**src/rtl/imm_alloc.sv**
```systemverilog
// Group allocator for the 4-wide immediate register file: round-robin grant of free 4-entry groups.
// Optional stall-cycle counter (o_stall_cnt) is built only when IMM_ALLOC_STATS_EN is defined.
module imm_alloc #(
    parameter  int WIDTH_ADDR = 5,
    localparam int NGROUP     = (2**WIDTH_ADDR) / 4,
    localparam int GW         = WIDTH_ADDR - 2
) (
    input  logic                  i_clk,
    input  logic                  i_rst,
    input  logic                  i_alloc,
    input  logic                  i_free,
    input  logic [GW-1:0]         i_free_grp,
    input  logic                  i_flush,
    output logic                  o_ready,
    output logic                  o_we,
    output logic [NGROUP-1:0]     o_waddr,
    output logic [GW-1:0]         o_grp,
    output logic [WIDTH_ADDR-1:0] o_base,
    output logic [GW:0]           o_count,
    output logic                  o_dbl_free
`ifdef IMM_ALLOC_STATS_EN
    ,
    output logic [15:0]           o_stall_cnt
`endif
);

    logic [NGROUP-1:0] free_mask_reg, free_mask_next;
    logic [GW-1:0]     ptr_reg, ptr_next;
    logic [GW:0]       count_reg, count_next;
    logic              dbl_free_reg, dbl_free_next;

    logic [NGROUP-1:0] rot_mask;
    logic [GW-1:0]     offset;
    logic [GW-1:0]     grant_grp;
    logic              grant;
    logic              free_eff;
    logic              free_dbl;
    logic [NGROUP-1:0] free_onehot;

    // Mask rotated so that bit 0 is the group at the search pointer.
    generate
        for (genvar gi = 0; gi < NGROUP; gi++) begin : g_rot
            assign rot_mask[gi] = free_mask_reg[ptr_reg + GW'(gi)];
        end
    endgenerate

    always_comb begin
        offset = '0;
        for (int k = NGROUP - 1; k >= 0; k--) begin
            if (rot_mask[k]) begin
                offset = GW'(k);
            end
        end
        grant_grp = ptr_reg + offset;
        o_ready   = |free_mask_reg;
        grant     = i_alloc & o_ready & ~i_flush;
        o_we      = grant;
        o_grp     = grant ? grant_grp : '0;
        o_waddr   = grant ? (NGROUP'(1) << grant_grp) : '0;
        o_base    = {o_grp, 2'b00};
    end

    // A free only counts when the group is actually in use.
    always_comb begin
        free_dbl    = i_free & free_mask_reg[i_free_grp];
        free_eff    = i_free & ~free_mask_reg[i_free_grp];
        free_onehot = free_eff ? (NGROUP'(1) << i_free_grp) : '0;
    end

    always_comb begin
        free_mask_next = free_mask_reg;
        ptr_next       = ptr_reg;
        count_next     = count_reg;
        dbl_free_next  = 1'b0;
        if (i_flush) begin
            free_mask_next = '1;
            ptr_next       = '0;
            count_next     = (GW+1)'(NGROUP);
        end else begin
            free_mask_next = (free_mask_reg & ~o_waddr) | free_onehot;
            if (grant) begin
                ptr_next = grant_grp + GW'(1);
            end
            count_next    = count_reg + (GW+1)'(free_eff) - (GW+1)'(grant);
            dbl_free_next = free_dbl;
        end
    end

    always_ff @(posedge i_clk) begin
        if (i_rst) begin
            free_mask_reg <= '1;
            ptr_reg       <= '0;
            count_reg     <= (GW+1)'(NGROUP);
            dbl_free_reg  <= 1'b0;
        end else begin
            free_mask_reg <= free_mask_next;
            ptr_reg       <= ptr_next;
            count_reg     <= count_next;
            dbl_free_reg  <= dbl_free_next;
        end
    end

    assign o_count    = count_reg;
    assign o_dbl_free = dbl_free_reg;

`ifdef IMM_ALLOC_STATS_EN
    // Survives flush on purpose: it measures stalls across the whole run.
    logic [15:0] stall_cnt_reg;

    always_ff @(posedge i_clk) begin
        if (i_rst) begin
            stall_cnt_reg <= '0;
        end else if (i_alloc && !o_ready && !i_flush && stall_cnt_reg != 16'hFFFF) begin
            stall_cnt_reg <= stall_cnt_reg + 16'd1;
        end
    end

    assign o_stall_cnt = stall_cnt_reg;
`endif

endmodule

```
**config.mk**
```make
export PLATFORM = sky130hd
export DESIGN_NAME = imm_alloc
export DESIGN_NICKNAME = d
export VERILOG_FILES = /design/src/rtl/imm_alloc.sv
export SDC_FILE = /design/constraint.sdc
export NUM_CORES = 1
export LEC_CHECK = 0
export BUFFER_PORTS_ARGS = -buffer_cell sky130_fd_sc_hd__buf_2
export CORE_ASPECT_RATIO = 1.5
export CORE_MARGIN = 2
export CORE_UTILIZATION = 61
export CTS_BUF_LIST = sky130_fd_sc_hd__clkbuf_16
export DETAILED_ROUTE_END_ITERATION = 10
export HOLD_SLACK_MARGIN = 0.02
export PLACE_DENSITY = 0.86
export SLEW_MARGIN = 15
export SYNTH_ARGS = -nofsm -noshare
export SYNTH_HDL_FRONTEND = slang
export SYNTH_SLANG_ARGS = --single-unit
```
**constraint.sdc**
```tcl
create_clock -name i_clk -period 10.1 [get_ports i_clk]
set_input_delay 1.515 -clock i_clk [delete_from_list [all_inputs] [get_ports i_clk]]
set_output_delay 1.515 -clock i_clk [all_outputs]
set_load 0.01 [all_outputs]
```
# Yosys cells after proc, flatten, opt, wreduce, memory -nomap -nowiden
# Index checks and enable logic that the tools add are counted.
[op_classes]
div = 0
reduce_logical = 2
n_lt_le_gt_ge = 9
n_eq_ne = 0
shifts = 2
n_mul = 0
bitwise_logic = 9
add_sub_neg = 11
mux = 29
[op_table]
columns = ["operator", "n"]
rows = [
  ["$lt A3 B4 Y1 const B", 9],
  ["$bmux W1 S3", 9],
  ["$mux W3", 9],
  ["$mux W8", 2],
  ["$shl A1 B3 Y8 const A", 2],
  ["$add A3 B3 Y3 const B", 4],
  ["$mux W1", 9],
  ["$and A8 B8 Y8", 1],
  ["$not A8 Y8", 1],
  ["$or A8 B8 Y8", 1],
  ["$reduce_or A8 Y1", 1],
  ["$add A3 B1 Y3 const B", 2],
  ["$add A3 B2 Y3 const B", 2],
  ["$add A4 B1 Y4", 1],
  ["$and A1 B1 Y1", 4],
  ["$sub A4 B1 Y4", 1],
  ["$add A3 B3 Y3", 1],
  ["$not A1 Y1", 2],
  ["$reduce_or A2 Y1", 1],
]
[totals]
latch_bits = 0
memories = 0
wordCells = 66
register_bits = 16
output_inout_bits = 23
ramBits = 0
in_bits = 8
romBits = 0

# Longest topological paths before layout
# Gate-level depths: netlist (run 1).
[logic_depth]
word_depth = 17
depth_mapped = 21
ltp_nobuf = 19

# Worst setup path before layout (run 1)
# OpenSTA, ideal clock, no wires.
[synth_path]
path_type = "reg-to-output"
from = "register ptr_reg[0]"
to = "output port o_grp[2]"
stages_incl_launch_ff = 19
path_buffers = 3
arrival_ns = 3.481
path_slack_ns = 5.104
required_ns = 8.585
path_cell_list = "dfxtp_1 buf_6 inv_1 ha_1 buf_6 mux2i_1 mux2_2 mux2_2 a21oi_1 a21oi_1 a2bb2oi_1 a21oi_1 ha_1 inv_1 fa_1 nand4_2 nand2_1 nor3_1 buf_4"
[synth_via]
elab_chain_len = 13
elab_cells_between_ends = 33
cone_classes = "add/sub (8); mux (25)"
[synth_lines]
columns = ["element", "line", "text"]
rows = [
  ["start, declared", "28", "logic [GW-1:0] ptr_reg, ptr_next;"],
  ["start signal, assigned", "97", "ptr_reg <= ptr_next;"],
  ["$add A3 B3 Y3", "43", "assign rot_mask[gi] = free_mask_reg[ptr_reg + GW'(gi)];"],
  ["$bmux W1 S3", "43", ""],
  ["$mux W1 (implied by the code)", "43", ""],
  ["$mux W3 (8 in series)", "50", "if (rot_mask[k]) begin"],
  ["$add A3 B3 Y3 *", "54", "grant_grp = ptr_reg + offset;"],
  ["$mux W3 *", "58", "o_grp = grant ? grant_grp : '0;"],
  ["end, declared", "17", "output logic [GW-1:0] o_grp,"],
]
# Mark *: on every way between the ends. The rest lies on a longest branch, timed or not. The select of a mux whose other input is x is not followed.

# Worst setup path in the final report (run 1)
[layout_path]
from = "register ptr_reg[0]"
to = "output port o_waddr[3]"
[layout_via]
elab_chain_len = 14
elab_cells_between_ends = 34
cone_classes = "add/sub (8); shift (1); mux (25)"
[layout_lines]
columns = ["element", "line", "text"]
rows = [
  ["$add A3 B3 Y3", "43", ""],
  ["$bmux W1 S3", "43", ""],
  ["$mux W1 (implied by the code)", "43", ""],
  ["$mux W3 (8 in series)", "50", ""],
  ["$add A3 B3 Y3 *", "54", ""],
  ["$shl A1 B3 Y8 *", "59", "o_waddr = grant ? (NGROUP'(1) << grant_grp) : '0;"],
  ["$mux W8 *", "59", ""],
  ["end, declared", "16", "output logic [NGROUP-1:0] o_waddr,"],
]
# Marks and branches as above.

==> results by group, run 1 <==
Synthesis
  – Synth top area cells: dfxtp_1 (18%), mux4_1 (12%), ha_1 (8.3%)
  – Main synth FF type: dfxtp_1
  – Number of synthesized register bits: 16
  – Unique masters post-synth: 49
  – Synth warnings: 0
  – Post-Syn Instances: 192
  – Post-synth top area share: 17.6%
  – Most common cell in the netlist: inv_1
  – Synthesized cell area: 1820 µm²
  – Async SR Flop Fraction: 0%
  – Synthesized area per cell: 9.47 µm²
  – Synth top cells by count: inv_1 (19), dfxtp_1 (16), nor2_1 (15)
  – Post-synth EDFFs: 0
  – Seq/Total Area, Yosys: 17.6%
  – Cell taking the most area after synthesis: dfxtp_1

STA
  – Final Max Slew Viols: 0
  – Min Hold Slack: 599 ps
  – Min Tclk post-route: 5970 ps
  – Worst setup margin: 4130 ps
  – Final setup fails: 0
  – Setup TNS: 0 ps
  – RSZ-0062 raised after global routing: false
  – Fmax achieved: 168 MHz
  – Worst slew margin: 59.6%
  – Clock skew: 1.55 ps
  – Hold Fails Final Rpt: 0
  – Least-Margin Pin Slew: 605 ps
  – Tcrit/Tclk final: 59.1%

Pwr
  – Part of the power in combinational logic: 15.9%
  – Power density over cell area: 91.4 nW/µm²
  – Sequential share of power: 38.9%
  – Internal Pwr Total: 0.130 mW
  – P_sw: 0.0447 mW
  – Clk pwr share: 45.2%
  – Net Sw Frac: 25.6%
  – Maximum VDD drop: 113 µV
  – Cell leakage power: 0.810 nW

Clock network
  – Post-cts gate resize count: 0
  – Hold buffers post-CTS: 0
  – Number of CTS-inserted buffers: 3
  – Reg clk slew, reported paths: 50 ps
  – TritonCTS clock tree: done
  – Setup bufs post-CTS: 0
  – Sink Count: 16
  – H-tree levels: 1
  – CTS max path bufs: 2
  – Clk_lat worst skew: 250 ps
  – CTS Root Buffer Type: clkbuf_16

Die
  – Initial Util: 63.1%
  – Die height: 70.9 µm
  – Die footprint: 3440 µm²
  – Core area: 2880 µm²
  – Die width: 48.6 µm
  – Top Ports: 31
  – Site Rows: 24

Placed design
  – Dpl hpwl: 3.06 mm
  – Cell Area, Placed: 1830 µm²
  – Port bufs: 28
  – Placed Cells: 241
  – Routability cong.: 0.888
  – DP Worst Slack: 4460 ps

GRT
  – Vias in the first global route: 1438
  – Largest net degree at the start of global routing: 17
  – Total Routing Usage GR: 25.2%
  – Initial antenna violation count: 0
  – GRT Residual Overflow: 0
  – First-pass GRT wire length: 6.84 mm

Worst setup path
  – R2r setup slk: 5700 ps
  – Element type at the critical path start: register
  – WP data required: 8590 ps
  – End of the worst register-to-register path: free_mask_reg[7]
  – Worst Reg-to-Reg Cells: 19
  – Worst R2R Start: ptr_reg[0]
  – Crit Path Max Fanout: 15
  – Worst Path Class, Setup: reg2out
  – Crit. End Element: primary output
  – Crit path DAT: 4450 ps

Routing
  – Total number of vias: 1488
  – Post-Route WL: 4.05 mm
  – Vias/cell: 6.07
  – Routed length per instance: 16.5 µm
  – Remaining routing DRC violations: 0
  – Routed Antenna Nets: 0
  – DRT iter0 DRCs: 49
  – First-pass detailed-route iteration total: 4

Hold path
  – Min-Delay Startpoint: o_count[0]
  – Worst Hold Class: reg2reg
  – Worst Hold End: o_count[0]
  – Worst Hold Depth: 2

Layout
  – Area occupied by multi-input gates: 1250 µm²
  – Final #Nets: 229
  – Layout cells sized above 1: 25.2%
  – Register Area: 320 µm²
  – Area delta synth->final: 5.09%
  – Cell area after layout: 1910 µm²
  – Max reg flops: 8
  – Antenna diodes: 0
  – Fillers: 247
  – Post-Layout Cell Count: 245

Run status
  – Status: complete, no violations

Run
  – Max Cap Viol: 0
## critical path: stages, from the launching register on
cell       delay, ps
dfxtp_1          700
inv_1            220
ha_1             520
mux4_1           390
mux2_4           320
nand2b_1         160
a21oi_1          150
a2bb2oi_1        180
a21oi_1           70
ha_1             180
inv_1             70
fa_1             470
inv_1            120
ha_1             170
nand2_1           50
a21oi_1          250
buf_2            190
## per-stage QoR
step           util, %  total power [mW]
6_report          66.3             0.175
5_1_grt           66.3             0.182
4_1_cts           66.3             0.175
3_5_place_dp      63.5            0.0966
3_3_place_gp      63.5            0.0957
2_1_floorplan        -            0.0916
## cells by family after synthesis
family | after synthesis | synth area share, %
and+or+nand+nor | 61 | 18.0
DFF | 16 | 17.6
other | 1 | 0.206
AOI/OAI and AO/OA | 29 | 11.3
xor gates and xnor gates | 6 | 2.89
buffers and inverters | 38 | 13.8
muxes | 27 | 25.7
adders and majority gates | 14 | 10.5
## metal layers
layer,up-vias,track usage (%),wire length (µm)
met3,11,3.16,138
met2,46,46.5,2250
met4,0,9.84,105
met5,-,0,0
met1,717,29.6,1560
li1,714,-,-
## layout make-up
class / instances / share of cell area [%]
Clock buffer: 3 / 3.93
Clock inverter: 1 / 0.196
Sequential cell: 16 / 16.8
Timing Repair Buffer: 28 / 7.33
Inverter: 19 / 3.73
Tap cell: 39 / 2.55
Multi-Input combinational cell: 139 / 65.5
## power groups by stage
stage | Combinational (mW) | Sequential [mW] | Clock (mW)
final | 0.0277 | 0.0679 | 0.0790
after global routing | 0.0309 | 0.0682 | 0.0826
after CTS | 0.0277 | 0.0679 | 0.0789
after detailed placement | 0.0274 | 0.0692 | 0
after global placement | 0.0265 | 0.0691 | 0
after floorplan | 0.0233 | 0.0683 | 0
## cells in the final DEF, fill, tap and decap left out, types with 2 or more instances in the layout
cell / count
o21ai_1: 4
a211o_1: 3
or3_1: 2
nor4b_1: 4
nand4_1: 3
nand2_1: 11
nand2b_1: 3
mux4_2: 4
nor2_1: 15
xor2_1: 5
nor2b_1: 2
fa_1: 2
inv_1: 19
nand3_1: 2
a21oi_1: 11
mux4_1: 8
mux2_2: 6
o21ai_0: 2
or2_2: 2
conb_1: 2
buf_2: 28
ha_1: 12
and2_1: 2
nor3_1: 7
mux2_4: 2
nor4_1: 2
dfxtp_1: 16
mux2i_1: 7
clkbuf_16: 3
## how the worst max path moves through the flow
stage,cells after the start,to,startpoint
finish,16,o_waddr[3],ptr_reg[0]
global route,17,o_waddr[7],ptr_reg[0]
CTS,18,o_waddr[7],ptr_reg[0]
detailed placement,16,o_waddr[3],ptr_reg[0]
global placement,17,o_waddr[7],ptr_reg[0]
floorplan,18,o_grp[2],ptr_reg[0]
(Power assumes the default switching activity.)
==> run 2, diff against run 1 <==
--- a/config.mk
+++ b/config.mk
@@ -8,11 +8,11 @@
 export BUFFER_PORTS_ARGS = -buffer_cell sky130_fd_sc_hd__buf_2
 export CORE_ASPECT_RATIO = 1.5
 export CORE_MARGIN = 2
-export CORE_UTILIZATION = 61
+export CORE_UTILIZATION = 51
 export CTS_BUF_LIST = sky130_fd_sc_hd__clkbuf_16
 export DETAILED_ROUTE_END_ITERATION = 10
 export HOLD_SLACK_MARGIN = 0.02
-export PLACE_DENSITY = 0.86
+export PLACE_DENSITY = 0.76
 export SLEW_MARGIN = 15
 export SYNTH_ARGS = -nofsm -noshare
 export SYNTH_HDL_FRONTEND = slang
==> constraint.sdc (replaced) <==
create_clock -name i_clk -period 4.8 [get_ports i_clk]
set_input_delay 0.72 -clock i_clk [delete_from_list [all_inputs] [get_ports i_clk]]
set_output_delay 0.72 -clock i_clk [all_outputs]
set_load 0.01 [all_outputs]
==> results by group, run 2 (same netlist as run 1, synthesis figures left out) <==
Run
  – Max Cap Viol: 0

STA
  – Worst slew margin: 61.0%
  – Least-Margin Pin Slew: 584 ps
  – RSZ-0062 raised after global routing: false
  – Final setup fails: 0
  – Fmax achieved: 220 MHz
  – Clock skew: 1.94 ps
  – Hold Fails Final Rpt: 0
  – Final Max Slew Viols: 0
  – Min Tclk post-route: 4550 ps
  – Setup TNS: 0 ps
  – Tcrit/Tclk final: 94.8%

Layout
  – Most common cell after layout, fill and taps aside: buf_2
  – Commonest cells after routing, fill and taps aside: buf_2 (28), inv_1 (19), dfxtp_1 (16)
  – Final core occ: 56.6%
  – Fillers: 315
  – Antenna diodes: 0
  – Final #Nets: 231
  – Max reg flops: 8
  – Layout cells sized above 1: 26.4%
  – Area delta synth->final: 6.26%

Pwr
  – Power density over cell area: 190 nW/µm²
  – Maximum VDD drop: 284 µV
  – Cell leakage power: 0.820 nW

Routing
  – Routed length per instance: 16.1 µm
  – Routed Antenna Nets: 0
  – Vias/cell: 5.88
  – Post-Route WL: 4.04 mm
  – First-pass detailed-route iteration total: 4
  – DRT iter0 DRCs: 68
  – Remaining routing DRC violations: 0
  – Total number of vias: 1470

Clock network
  – CTS max path bufs: 2
  – Number of CTS-inserted buffers: 3
  – Post-cts gate resize count: 0
  – TritonCTS clock tree: done
  – Clk_lat worst skew: 250 ps
  – Reg clk slew, reported paths: 50 ps
  – Hold buffers post-CTS: 0
  – Setup bufs post-CTS: 0
  – CTS Root Buffer Type: clkbuf_16
  – Sink Count: 16
  – H-tree levels: 1

Worst setup path
  – Largest stage delay on the critical path: 550 ps
  – Element type at the critical path start: register
  – Crit. End Element: primary output
  – Crit Path Max Fanout: 7
  – CP max stage cell: fa_1
  – Worst Path Buf+Inv: 4
  – CP cell instances: inv_1, ha_2, mux2i_1, mux2_2, mux2_2, a21oi_1, a21oi_1, a2bb2oi_1, a21oi_1, ha_1, inv_1, fa_1, inv_1, ha_1, ha_1, and2_1, buf_2
  – CP top delay family: adder cells
  – Crit path DAT: 3830 ps
  – Worst Path Class, Setup: reg2out
  – WP data required: 4080 ps

GRT
  – Initial antenna violation count: 0
  – Total Routing Usage GR: 21.8%
  – First-pass GRT wire length: 6.55 mm
  – Vias in the first global route: 1384
  – GRT Residual Overflow: 0
  – Largest net degree at the start of global routing: 17

Die
  – Site Rows: 26
  – Die height: 77.1 µm
  – Top Ports: 31
  – Die footprint: 4070 µm²
  – Initial Util: 53.2%
  – Core area: 3420 µm²
  – Die width: 52.8 µm

Hold path
  – Worst Hold Class: reg2reg

Placed design
  – Dpl hpwl: 3.09 mm
  – Routability cong.: 0.886
  – Port bufs: 28

Run status
  – Status: complete, no violations
-- run 2: path summary, 6_finish.rpt --
kind         startpoint          endpoint  slack (ps)  depth (start not counted)
max          ptr_reg[0]        o_waddr[7]         250                         17
min          o_count[0]        o_count[0]         580                          2
max reg2reg  ptr_reg[0]  free_mask_reg[7]        1010                         18
min reg2reg  o_count[0]        o_count[0]         580                          2
-- run 2: area by class of cell --
cell class | count | area [µm²] | share of cell area (%)
repair buffers | 30 | 155 | 8.03
multi-input cells | 139 | 1250 | 64.9
clock buffers | 3 | 75.1 | 3.89
inverters | 19 | 71.3 | 3.69
clock inverters | 1 | 3.75 | 0.194
flip-flops and latches | 16 | 320 | 16.6
well taps | 42 | 52.6 | 2.72
-- run 2: power breakdown --
| group | switching (mW) | total (mW) | internal [mW] |
|---|---|---|---|
| clock network | 0.0533 | 0.164 | 0.111 |
| registers | 0.00333 | 0.140 | 0.137 |
| logic | 0.0356 | 0.0626 | 0.0270 |
| total | 0.0922 | 0.367 | 0.274 |
-- run 2: worst reg2reg max path, cell delays in order, from the launching register on --
cell and delay (ps):
dfxtp_1 300, inv_1 150, ha_2 360, mux2i_1 170
mux2_2 300, mux2_2 260, a21oi_1 160, a21oi_1 60
a2bb2oi_1 150, a21oi_1 160, ha_1 170, inv_1 40
fa_1 550, inv_1 80, ha_1 200, ha_1 180
and2_1 140, nand2b_1 130, o311ai_0 100
-- run 2: metrics by stage --
stage | worst slack, ps | std cells | power [mW] | hold slack (ps) | instance area [µm²]
after detailed placement | 477 | 246 | 0.204 | 568 | 1850
after floorplan | 599 | 193 | 0.193 | 518 | 1820
after global routing | 45.8 | 250 | 0.382 | 615 | 1930
after CTS | 196 | 250 | 0.370 | 585 | 1930
after global placement | 534 | 246 | 0.203 | 575 | 1850
final | 249 | 250 | 0.367 | 582 | 1930
-- run 2: per-layer routing --
layer,part of all wire [%],up-vias,global-route usage (%)
li1,-,720,-
met1,39,693,26.2
met2,56,50,38.9
met3,2.7,7,1.17
met4,2.1,0,8.97
met5,0,-,0
